## config.mk

```make
export PLATFORM = sky130hd
export DESIGN_NAME = seg7_capture
export DESIGN_NICKNAME = d
export VERILOG_FILES = /design/src/rtl/seg7_capture.sv
export SDC_FILE = /design/constraint.sdc
export NUM_CORES = 1
export LEC_CHECK = 0
export CAP_MARGIN = 30
export CORE_ASPECT_RATIO = 1.25
export CORE_MARGIN = 4
export CORE_UTILIZATION = 35
export DETAILED_ROUTE_END_ITERATION = 10
export PLACE_DENSITY_LB_ADDON = 0.2
export SYNTH_ARGS = -nofsm -noshare
export SYNTH_HDL_FRONTEND = slang
export SYNTH_SLANG_ARGS = --single-unit
```

## constraint.sdc

```tcl
create_clock -name clock -period 3 [get_ports clock]
set_clock_uncertainty 0.05 [all_clocks]
set_input_delay 0.6 -clock clock [delete_from_list [all_inputs] [get_ports clock]]
set_output_delay 0.6 -clock clock [all_outputs]
set_load 0.01 [all_outputs]
```

## src/rtl/seg7_capture.sv

```systemverilog
// Reads a stream of active-low 7-segment codes back into hex digits.
// Each group of NUM_DIGITS digits is packed into one word, first digit in the MS nibble.
module seg7_capture #(
  parameter int NUM_DIGITS = 4
) (
  input  logic                    clock,
  input  logic                    resetn,
  input  logic                    clear,
  input  logic [6:0]              seg_in,
  input  logic                    seg_valid,
  output logic                    seg_ready,
  output logic [4*NUM_DIGITS-1:0] value,
  output logic                    word_err,
  output logic                    out_valid,
  input  logic                    out_ready,
  output logic [3:0]              digit_cnt,
  output logic [7:0]              err_count
);

  localparam int W = 4 * NUM_DIGITS;

  // Handshakes: a transfer happens on a rising edge where valid and ready are both 1.
  // The producer holds seg_in/seg_valid until seg_ready; out_valid holds value/word_err
  // until out_ready; ready is never required before valid is raised.

  typedef enum logic [0:0] {COLLECT = 1'b0, FULL = 1'b1} state_t;
  state_t state, state_nxt;

  logic [3:0]   digit;
  logic         code_ok;
  logic         blank;
  logic         take;
  logic         store;
  logic         last;
  logic [W-1:0] digit_ext;

  always_comb begin
    digit   = 4'h0;
    code_ok = 1'b1;
    blank   = 1'b0;
    case (seg_in)
      7'h40: digit = 4'h0;
      7'h79: digit = 4'h1;
      7'h24: digit = 4'h2;
      7'h30: digit = 4'h3;
      7'h19: digit = 4'h4;
      7'h12: digit = 4'h5;
      7'h02: digit = 4'h6;
      7'h78: digit = 4'h7;
      7'h00: digit = 4'h8;
      7'h18: digit = 4'h9;
      7'h08: digit = 4'hA;
      7'h03: digit = 4'hB;
      7'h46: digit = 4'hC;
      7'h21: digit = 4'hD;
      7'h06: digit = 4'hE;
      7'h0E: digit = 4'hF;
      7'h7F: blank = 1'b1;
      default: code_ok = 1'b0;
    endcase
  end

  // clear wins over the input handshake, so a code offered alongside it is dropped.
  assign seg_ready = resetn && (state == COLLECT);
  assign out_valid = (state == FULL);
  assign take      = seg_valid && seg_ready && !clear;
  assign store     = take && !blank;
  assign last      = (digit_cnt == 4'(NUM_DIGITS - 1));
  assign digit_ext = W'(digit);

  always_ff @(posedge clock or negedge resetn) begin
    if (!resetn) state <= COLLECT;
    else         state <= state_nxt;
  end

  always_comb begin
    state_nxt = state;
    if (clear) begin
      state_nxt = COLLECT;
    end else begin
      case (state)
        COLLECT: if (store && last) state_nxt = FULL;
        FULL:    if (out_ready)     state_nxt = COLLECT;
        default: state_nxt = COLLECT;
      endcase
    end
  end

  always_ff @(posedge clock or negedge resetn) begin
    if (!resetn) begin
      value     <= '0;
      word_err  <= 1'b0;
      digit_cnt <= 4'd0;
      err_count <= 8'd0;
    end else if (clear || (state == FULL && out_ready)) begin
      value     <= '0;
      word_err  <= 1'b0;
      digit_cnt <= 4'd0;
    end else if (store) begin
      // Shifting by a whole nibble also covers NUM_DIGITS=1, where the old word drops out.
      value     <= (value << 4) | digit_ext;
      digit_cnt <= digit_cnt + 4'd1;
      if (!code_ok) begin
        word_err <= 1'b1;
        if (err_count != 8'hFF) err_count <= err_count + 8'd1;
      end
    end
  end

endmodule

```

==> results.txt <==
- In this run the critical register-to-register path is launched from out_valid.
- STA classifies the critical path endpoint as a flop.
* Run status: complete, no violations
- Final hold violations: 0
- Ports placed on the boundary: 43
- The via count of the first global-routing pass is 1463.
- For this design, the CTS-stage hold fixing added 0 buffers.
- Crit Path Max Fanout: 11
- Clock tree from TritonCTS: done
- After technology mapping, the gate count stands at 190.
- Most frequent cells in the layout: clkdlybuf4s50_1, nand2_1, dfrtp_1
- The detail route stage leaves a number of antenna-violating nets equal to 0.
* Post-synthesis sequential area ratio: 44.3%
- Across every metal layer, demand over resource in global routing totals 13.8%.
- Adding up every negative setup slack in the final design gives 0 ns.
- Power density cells: 477 nW/um^2
- Entering global routing, the biggest net connects 31 pins.
* Buffers inserted by post-CTS timing repair: 0
* Max Clock Freq: 406 MHz
- Most common flop cell mapped by yosys: dfrtp_1
* Setup repair after global routing missed its margin: false
- The library cell used most frequently in the layout, excluding fill and tap cells, is clkdlybuf4s50_1.
- Slowest cell on crit path: clkdlybuf4s50_1
- Yosys mapped a number of flops with a built-in enable equal to 0.
- Area growth, synth to finish: 38.0%
- Post-synthesis sequential element count: 30
* Congestion Overflow GR: 0
- Area of the die: 6020 um^2
- Worst slack, placed: 0.242 ns
- Hold-critical path endpoint: value[4]
* Reg2reg setup slack: 1.15 ns
* Area of the placeable core: 4690 um^2
- The worst hold path was traced through 2 stages.
- Cell-by-cell trace of the critical path: clkdlybuf4s50_1 > nor2b_1 > a32oi_1 > nor4_2 > nor4b_4 > and2_4 > mux2_4
- The initial antenna violation count came to 0.
- The worst register-to-register path has a depth of 6.
* Final critical-path share of the clock period: 82.1%
- First-pass detailed-route iteration total: 4
- The clock reaches the later pin of the worst-skew pair after 0.27 ns.
- In the final layout, the share of cells above drive strength 1 is 12.0%.
- Count of vias placed by the detailed router: 1555
- Detailed Place HPWL: 3090 um
- Clock-pin slew was measured on the worst setup and hold paths at 0.06 ns.
- The worst setup path is launched from an input pin.
- Across the run, the number of max-cap violations was 0.
* Final routed DRC violation total: 0
- Root Driver: clkbuf_8
- Synthesized netlist net count: 204
- Gates resized, CTS repair: 0
- Smallest setup slack after layout: 0.538 ns
* Standby leakage power: 1.05 nW
- Setup violations remaining at the end of the flow were counted as 0.
* DIE WIDTH: 70.2 um
- Summed over all layers, the routed wires come to 4010 um.
- Post-synth cell types: 43
* Endpoint of the worst-slack reg-to-reg timing path: err_count[1]
* Count of port buffers added during placement: 42
- Nets@finish: 255
* Avg Synthesized Cell Area: 8.92 um^2
- Worst endpoint required time: 3.11 ns
* Longest individual stage delay on the worst path: 0.58 ns
- TritonCTS buffer count: 5
- Final RePlAce weighted congestion: 0.846
* Max-slew headroom at the worst pin: 62.9%
- Via-per-instance ratio: 5.15
* Max IR drop VDD: 0.000191 V
- Number of clock sinks seen by CTS: 30
- The number of max-slew violations in the final report came to 0.
* Maximum level of the CTS H-tree: 2
- At the pin with the least slew margin, the transition time is 0.556 ns.
- Post-detailed-route wirelength per cell: 13.3 um
* Post-synth ARST share: 100%
- Die span in y: 85.8 um
* Number of warnings issued by yosys: 0
- Number of design-rule violations left by the first detailed-router iteration: 78
* Class of the most critical hold timing path: flop to flop
- The cell area that synthesis handed to floorplanning was 1690 um^2.
- Number of antenna repair diodes: 0
- In this run the core area contains 28 standard-cell rows.
* Maximum buffer depth of the clock tree: 2
- Hold path startpoint: value[0]
- Global-route wire length before repair: 6730 um
- Data arrives at the worst endpoint at 2.57 ns.
- The worst setup path is of the input pin to flop kind.
- Final worst path period need: 2.46 ns
- Starting utilization of the core area: 36.1%
## cells by family (layout without fill, tap and decap cells)
logic type / Yosys count / count (layout) / share of synthesized area, %
buffers and inverters: 13 / 65 / 3.91
flip-flops: 30 / 30 / 44.3
AO/OA/AOI/OAI: 32 / 32 / 12.1
adder cells (fa/ha/maj): 2 / 2 / 1.48
XOR/XNOR: 12 / 12 / 6.20
multiplexers: 1 / 1 / 0.886
AND/OR/NAND/NOR: 100 / 100 / 31.1
## where the power goes
part           internal, mW  switching [mW]
Combinational         0.133           0.113
Clock                 0.244           0.144
Sequential            0.438          0.0430
Total                 0.815           0.300
## layer usage
layer	track usage, %	wire [um]	part of all wire [%]
met1	17.3	1710	43
met5	0	0	0
met2	23.7	1980	49
met4	5.23	37	0.92
met3	2.23	279	7.0
## worst max-delay path by stage
| stage | slack (ns) | to | from | depth (start not counted) |
|---|---|---|---|---|
| after floorplan | 0.78 | err_count[1] | seg_in[2] | 6 |
| after global placement | 0.28 | err_count[1] | seg_in[3] | 7 |
| after detailed placement | 0.24 | err_count[1] | seg_in[3] | 7 |
| after CTS | 0.51 | seg_ready | resetn | 3 |
| after global routing | 0.35 | err_count[1] | seg_in[3] | 7 |
| final | 0.54 | err_count[1] | seg_in[3] | 7 |
## worst max-delay path, delay by kind of cell
kind,cells,cell delay [ns]
AND/OR/NAND/NOR,4,0.82
buffers and inverters,1,0.58
multiplexers,1,0.29
AO/OA/AOI/OAI,1,0.28
## layout make-up
type	count	area, um^2
flip-flops and latches	30	751
repair buffers	55	518
clock inverters	3	40.0
well taps	60	75.1
multi-input cells	147	877
clock buffers	5	68.8
inverters	2	7.51
fillers	457	2360
## cell usage after synthesis, drive strengths merged (2+ instances only)
master  number  share of area, %
dfrtp       30                44
nand3       23               6.8
nor4b        2               1.9
inv          2              0.44
clkbuf       5               1.3
a21oi        6               1.8
a32oi        3               1.6
buf          6               2.1
nand4        6               2.2
xnor2        7               3.6
ha           2               1.5
and2         3               1.3
nor2b        2              0.74
xor2         5               2.6
a31oi        4               1.5
and3b        3               1.6
o21a         2              0.89
nor3         3              0.89
and3         4               1.5
a21o         2              0.89
nor2        16               3.8
nand2       32               7.1
o21ai        9               2.7
## sequential cells by signal, summed over array words and instances, names as in the netlist
| register | count |
|---|---|
| err_count | 8 |
| out_valid | 1 |
| value | 16 |
| word_err | 1 |
| digit_cnt | 4 |
## through the flow
step                      power [mW]  utilization (%)  instance area [um^2]  hold WS [ns]  std cells
after floorplan                0.604                -                  1690         0.254        190
final                           1.11             49.8                  2340         0.443        302
after CTS                       1.13             49.8                  2340         0.444        302
after detailed placement       0.738             47.5                  2230         0.433        294
after global routing            1.17             49.8                  2340         0.465        302
after global placement         0.734             47.5                  2230         0.429        294
Note: power is estimated with default switching activity, not from simulation.
